[config.mk]
export PLATFORM = sky130hd
export DESIGN_NAME = membus_arbiter
export DESIGN_NICKNAME = d
export VERILOG_FILES = /design/src/rtl/membus_arbiter.sv
export SDC_FILE = /design/constraint.sdc
export NUM_CORES = 1
export LEC_CHECK = 0
export ABC_CLOCK_PERIOD_IN_PS = 2300
export CAP_MARGIN = 20
export CORE_AREA = 2 2 200 202
export CTS_CLUSTER_DIAMETER = 80
export CTS_CLUSTER_SIZE = 8
export DETAILED_ROUTE_END_ITERATION = 7
export DIE_AREA = 0 0 202 204
export PLACE_DENSITY_LB_ADDON = 0.25
export SLEW_MARGIN = 20
export SYNTH_ARGS = -nofsm -noshare
export SYNTH_HDL_FRONTEND = slang
export SYNTH_SLANG_ARGS = --single-unit
[constraint.sdc]
create_clock -name clk -period 2.3 [get_ports clk]
set_input_delay 0.46 -clock clk [delete_from_list [all_inputs] [get_ports clk]]
set_output_delay 0.46 -clock clk [all_outputs]
set_load 0.05 [all_outputs]
[src/rtl/membus_arbiter.sv]
// Two-master (instruction fetch / data) to one-slave memory bus arbiter with an in-order tag FIFO.
// Define MEMBUS_ARB_RR_EN for round-robin grant; otherwise the data master has fixed priority.
module membus_arbiter #(
  parameter int XLEN            = 64,
  parameter int ILEN            = 32,
  parameter int DATA_WIDTH      = 64,
  parameter int MAX_OUTSTANDING = 2
) (
  input  logic                    clk,
  input  logic                    rst,
  // instruction-fetch master (read-only)
  input  logic                    i_valid,
  output logic                    i_ready,
  input  logic [XLEN-1:0]         i_addr,
  output logic                    i_rvalid,
  output logic [ILEN-1:0]         i_rdata,
  // data master
  input  logic                    d_valid,
  output logic                    d_ready,
  input  logic [XLEN-1:0]         d_addr,
  input  logic                    d_wen,
  input  logic [DATA_WIDTH-1:0]   d_wdata,
  input  logic [DATA_WIDTH/8-1:0] d_wmask,
  output logic                    d_rvalid,
  output logic [DATA_WIDTH-1:0]   d_rdata,
  // downstream slave
  output logic                    m_valid,
  input  logic                    m_ready,
  output logic [XLEN-1:0]         m_addr,
  output logic                    m_wen,
  output logic [DATA_WIDTH-1:0]   m_wdata,
  output logic [DATA_WIDTH/8-1:0] m_wmask,
  input  logic                    m_rvalid,
  input  logic [DATA_WIDTH-1:0]   m_rdata
);

  localparam int PTR_W = (MAX_OUTSTANDING > 1) ? $clog2(MAX_OUTSTANDING) : 1;
  localparam int CNT_W = $clog2(MAX_OUTSTANDING + 1);

  typedef struct packed {
    logic src;   // 1 = fetch, 0 = data
    logic half;  // fetch address bit 2: selects the upper 32-bit half of the response
  } tag_t;

  tag_t             r_tags [MAX_OUTSTANDING];
  logic [PTR_W-1:0] r_wr_ptr;
  logic [PTR_W-1:0] r_rd_ptr;
  logic [CNT_W-1:0] r_count;

  logic w_empty;
  logic w_full;
  logic w_pop;
  logic w_push;
  logic w_space;
  logic w_grant_d;
  logic w_grant_i;
  tag_t w_head;
  tag_t w_push_tag;

  function automatic logic [PTR_W-1:0] ptr_inc(input logic [PTR_W-1:0] p);
    return (p == PTR_W'(MAX_OUTSTANDING - 1)) ? '0 : p + 1'b1;
  endfunction

  assign w_empty = (r_count == '0);
  assign w_full  = (r_count == CNT_W'(MAX_OUTSTANDING));
  assign w_pop   = m_rvalid & ~w_empty;
  // A response retiring this cycle frees its slot for a same-cycle request.
  assign w_space = ~w_full | w_pop;
  assign w_head  = r_tags[r_rd_ptr];

  // ---------------------------------------------------------------- grant
`ifdef MEMBUS_ARB_RR_EN
  logic r_rr_last;  // 1 = fetch was granted last

  // NOTE: always_comb gives every output a default first so no latch is inferred.
  always_comb begin
    w_grant_d = 1'b0;
    w_grant_i = 1'b0;
    if (d_valid && i_valid) begin
      w_grant_d = r_rr_last;
      w_grant_i = ~r_rr_last;
    end else begin
      w_grant_d = d_valid;
      w_grant_i = i_valid;
    end
  end

  assign d_ready = ~rst & m_ready & w_space & ~w_grant_i;
  assign i_ready = ~rst & m_ready & w_space & ~w_grant_d;

  always_ff @(posedge clk or posedge rst) begin
    if (rst) begin
      r_rr_last <= 1'b0;
    end else if (w_push) begin
      r_rr_last <= w_grant_i;
    end
  end
`else
  assign w_grant_d = d_valid;
  assign w_grant_i = i_valid & ~d_valid;
  assign d_ready   = ~rst & m_ready & w_space;
  assign i_ready   = ~rst & m_ready & w_space & ~d_valid;
`endif

  // ---------------------------------------------------------- request path
  assign m_valid = ~rst & (i_valid | d_valid) & w_space;
  assign w_push  = m_valid & m_ready;

  assign m_addr  = w_grant_d ? d_addr  : i_addr;
  assign m_wen   = w_grant_d & d_wen;
  assign m_wdata = w_grant_d ? d_wdata : '0;
  assign m_wmask = w_grant_d ? d_wmask : '0;

  assign w_push_tag.src  = ~w_grant_d;
  assign w_push_tag.half = ~w_grant_d & i_addr[2];

  // --------------------------------------------------------- response path
  assign i_rvalid = ~rst & w_pop & w_head.src;
  assign d_rvalid = ~rst & w_pop & ~w_head.src;
  assign i_rdata  = w_head.half ? m_rdata[DATA_WIDTH-1:ILEN] : m_rdata[ILEN-1:0];
  assign d_rdata  = m_rdata;

  // ------------------------------------------------------------- tag FIFO
  // NOTE: sequential state uses non-blocking assignments so every register
  // samples pre-edge values regardless of statement order.
  always_ff @(posedge clk or posedge rst) begin
    if (rst) begin
      r_wr_ptr <= '0;
      r_rd_ptr <= '0;
      r_count  <= '0;
    end else begin
      if (w_push) r_wr_ptr <= ptr_inc(r_wr_ptr);
      if (w_pop)  r_rd_ptr <= ptr_inc(r_rd_ptr);
      case ({w_push, w_pop})
        2'b10:   r_count <= r_count + 1'b1;
        2'b01:   r_count <= r_count - 1'b1;
        default: r_count <= r_count;
      endcase
    end
  end

  // NOTE: tag storage has no reset; an entry is only read after a push has
  // written it, and the reset pointers/count make stale contents invisible.
  always_ff @(posedge clk) begin
    if (w_push) r_tags[r_wr_ptr] <= w_push_tag;
  end

endmodule

==> run summary <==
Status - finished clean
Area of the core region - 39200 um2
Number of global-route vias before repair - 3918
Final number of setup-violating endpoints - 0
Number of I/O pins - 509
DRC violation count after routing - 0
Leakage power figure - 3.70 nW
Total standard cell area after synthesis - 2520 um2
Final wirelength - 18100 um
Clock-pin transition on the worst setup and hold timing paths - 0.04 ns
Clock tree from TritonCTS - built
Signal arrival time at the worst endpoint - 1.75 ns
Synth-to-Final Area Change - 263%
DRT antenna net count - 0
Period Utilization, post-route - 0.961
Max-capacitance violation count - 0
Hold Vio Cnt, Final - 0
Area of the die - 41200 um2
Initial antenna violation count - 1
Shortest period the worst path allows - 2.21 ns
Clock root cell - sky130_fd_sc_hd__clkbuf_16
Count of routing violations after the opening detailed-route iteration - 60
Worst Hold Slack - 0.483 ns
Standard-cell rows - 73
Cell type contributing the most total cell area after synthesis - sky130_fd_sc_hd__mux2_2
Final non-filler cell area - 9150 um2
Register-to-register setup slack - 0.55 ns
Power per cell area - 432 nW/um2
CTS Buffer Depth - 2
Setup TNS after final layout - 0 ns
Average wire length per cell after detail routing - 14.4 um
Die Y-Extent - 204 um
Number of buffers inserted during clock tree synthesis - 3
Total global routing overflow - 0
Buffers added on ports - 508
Number of clock sinks - 8
Worst relative slew slack - 0.748
Hold path cells - 1
First-pass GRT wire length - 25100 um
Share of synthesized area spent on multiplexers - 0.434
Area share of fa/ha/maj cells after synthesis - 0.00497
GRT Overall Usage - 0.0800
Flop and latch count out of synthesis - 8
Gate Count Post-Synth - 286
1st-pass router iterations - 4
Die extent in x - 202 um
Startpoint type of the worst setup path - flop
Combinational family with the most area after synthesis - multiplexers
Worst IR Drop VDD - 0.201 mV
Critical Path End Type - primary output
Number of antenna diodes - 0
Worst clock skew - 0.00475 ns
Fraction of final layout cells sized beyond drive strength 1 - 0.490
Post-Syn Nets - 558
Post-synthesis compound-gate area fraction - 0.00497
FILL cells - 4166
Detailed placer's ending HPWL - 16900 um
Area contributors post-synth - sky130_fd_sc_hd__mux2_2 42%, sky130_fd_sc_hd__buf_4 20%, sky130_fd_sc_hd__and2_1 18%, sky130_fd_sc_hd__edfxtp_1 4.8%, sky130_fd_sc_hd__dfrtp_1 4.0%
Initial core utilization - 0.0643
CP max FO - 32
Syn avg cell area - 8.81 um2
Worst Tran Pin Value - 0.374 ns
Area share of the largest cell type after synthesis - 0.416
Cell depth of the worst flop-to-flop path - 5
Xor/xnor cell area share of the yosys netlist - 0.0204
Sequential area share after synthesis - 0.0874
Cell variety after synth - 24
Fin. max-slew vios - 0
Cell area after placement - 9070 um2
H-tree depth reported by CTS - 1
Yosys warns - 0
Class of the most critical hold timing path - flop to flop
Setup repair after global routing missed its margin - false
Achievable clock frequency - 0.452 GHz
Final GP Congestion - 0.754
Maximum number of pins on one net before global-route repair - 33
Number of nets in the finished design - 1005
Total vias in the final route - 3744
Required time of the worst setup path - 1.84 ns
Share of synthesized cell area in and, or, nand and nor gates - 0.210
Class of the most critical setup path - flop to primary output
Hold bufs inserted after CTS - 0
Average vias per placed instance - 2.98
Clock latency of the later-clocked register in the worst-skew pair - 0.24 ns
cell type report:
| cell class | count | area (um2) | share of cell area |
|---|---|---|---|
| sequential | 8 | 221 | 0.0242 |
| clock buffer | 4 | 78.8 | 0.00861 |
| inverter | 4 | 15.0 | 0.00164 |
| multi-input combinational | 190 | 1720 | 0.188 |
| tap | 525 | 657 | 0.0718 |
| timing repair buffer | 526 | 6460 | 0.706 |
cell usage in the layout, fill, tap and decap left out:
cell type                         Yosys  layout
sky130_fd_sc_hd__o21ai_0              1       1
sky130_fd_sc_hd__clkdlybuf4s50_1      0     269
sky130_fd_sc_hd__mux2i_1              1       1
sky130_fd_sc_hd__dfrtp_1              4       3
sky130_fd_sc_hd__nor2_1               4       4
sky130_fd_sc_hd__xnor2_2              1       1
sky130_fd_sc_hd__nor3_1               2       2
sky130_fd_sc_hd__inv_1                4       4
sky130_fd_sc_hd__nor2b_1              1       1
sky130_fd_sc_hd__clkbuf_1             7       1
sky130_fd_sc_hd__xnor2_1              3       3
sky130_fd_sc_hd__and3_1               1       1
sky130_fd_sc_hd__dfrtp_2              0       1
sky130_fd_sc_hd__clkbuf_16            0       3
sky130_fd_sc_hd__ha_1                 1       1
sky130_fd_sc_hd__or4b_4               1       1
sky130_fd_sc_hd__mux2_2              93      93
sky130_fd_sc_hd__buf_4               67     110
sky130_fd_sc_hd__a21o_1               1       1
sky130_fd_sc_hd__mux2i_4              0       1
sky130_fd_sc_hd__mux2_1               2       2
sky130_fd_sc_hd__and2_1              74      74
sky130_fd_sc_hd__nor3b_2              0       2
sky130_fd_sc_hd__edfxtp_1             4       4
sky130_fd_sc_hd__xor2_1               1       1
sky130_fd_sc_hd__buf_12               0     147
power by group:
part	leakage [nW]	internal (mW)	switching, mW	total, mW
logic	3.58	1.56	1.83	3.39
registers	0.0825	0.200	0.0528	0.253
clock network	0.0382	0.231	0.0718	0.303
layer usage:
metal	wire length [um]	up-vias	GRT usage
met2	9860	285	0.159
met1	6120	1662	0.0817
met4	131	2	0.00945
li1	-	1786	-
met3	2010	9	0.0277
met5	7	-	0
per-stage QoR:
step / total power [mW] / setup WS, ns / util / cells
finish: 3.95 / 0.0898 / 0.234 / 1257
global route: 4.10 / 0.0490 / 0.234 / 1257
CTS: 4.00 / 0.0159 / 0.233 / 1257
detailed placement: 3.67 / 0.0604 / 0.231 / 1253
global placement: 3.68 / 0.0480 / 0.231 / 1253
floorplan: 2.15 / 0.0826 / - / 286
critical path, stage by stage (launching register included):
cell                      delay, ns
sky130_fd_sc_hd__dfrtp_2       0.41
sky130_fd_sc_hd__mux2i_4       0.26
sky130_fd_sc_hd__buf_12        0.23
sky130_fd_sc_hd__mux2_2        0.38
sky130_fd_sc_hd__buf_4         0.20
worst paths after layout:
path / from / endpoint
setup / recovery: r_rd_ptr / i_rdata[10]
hold / removal: r_count[1] / r_count[1]
setup reg to reg: r_count[1] / r_count[1]
hold reg to reg: r_count[1] / r_count[1]
max in group asynchronous: rst / r_rd_ptr
min in group asynchronous: rst / r_rd_ptr
logic make-up after synthesis:
kind of cell | after synthesis
buffers and inverters | 88
AO/OA/AOI/OAI | 2
multiplexers | 97
adder cells (fa/ha/maj) | 1
flip-flops | 8
XOR/XNOR | 5
AND/OR/NAND/NOR | 85
repair_timing:
action	CTS	global route
setup endpoints to repair	0	7
buffers inserted	0	0
resized for setup	0	2
registers in the layout (all words and copies together) (netlist names):
| signal | flops |
|---|---|
| r_count | 2 |
| r_rd_ptr | 1 |
| r_tags | 4 |
| r_wr_ptr | 1 |
cell usage after synthesis (all sizes together):
cell type	instances
mux2	95
buf	77
and2	74
clkbuf	7
dfrtp	4
edfxtp	4
inv	4
nor2	4
xnor2	4
mux2i	2
nor3	2
nor3b	2
a21o	1
and3	1
ha	1
nor2b	1
o21ai	1
or4b	1
xor2	1
No activity file was read; power rests on OpenSTA's default activity.
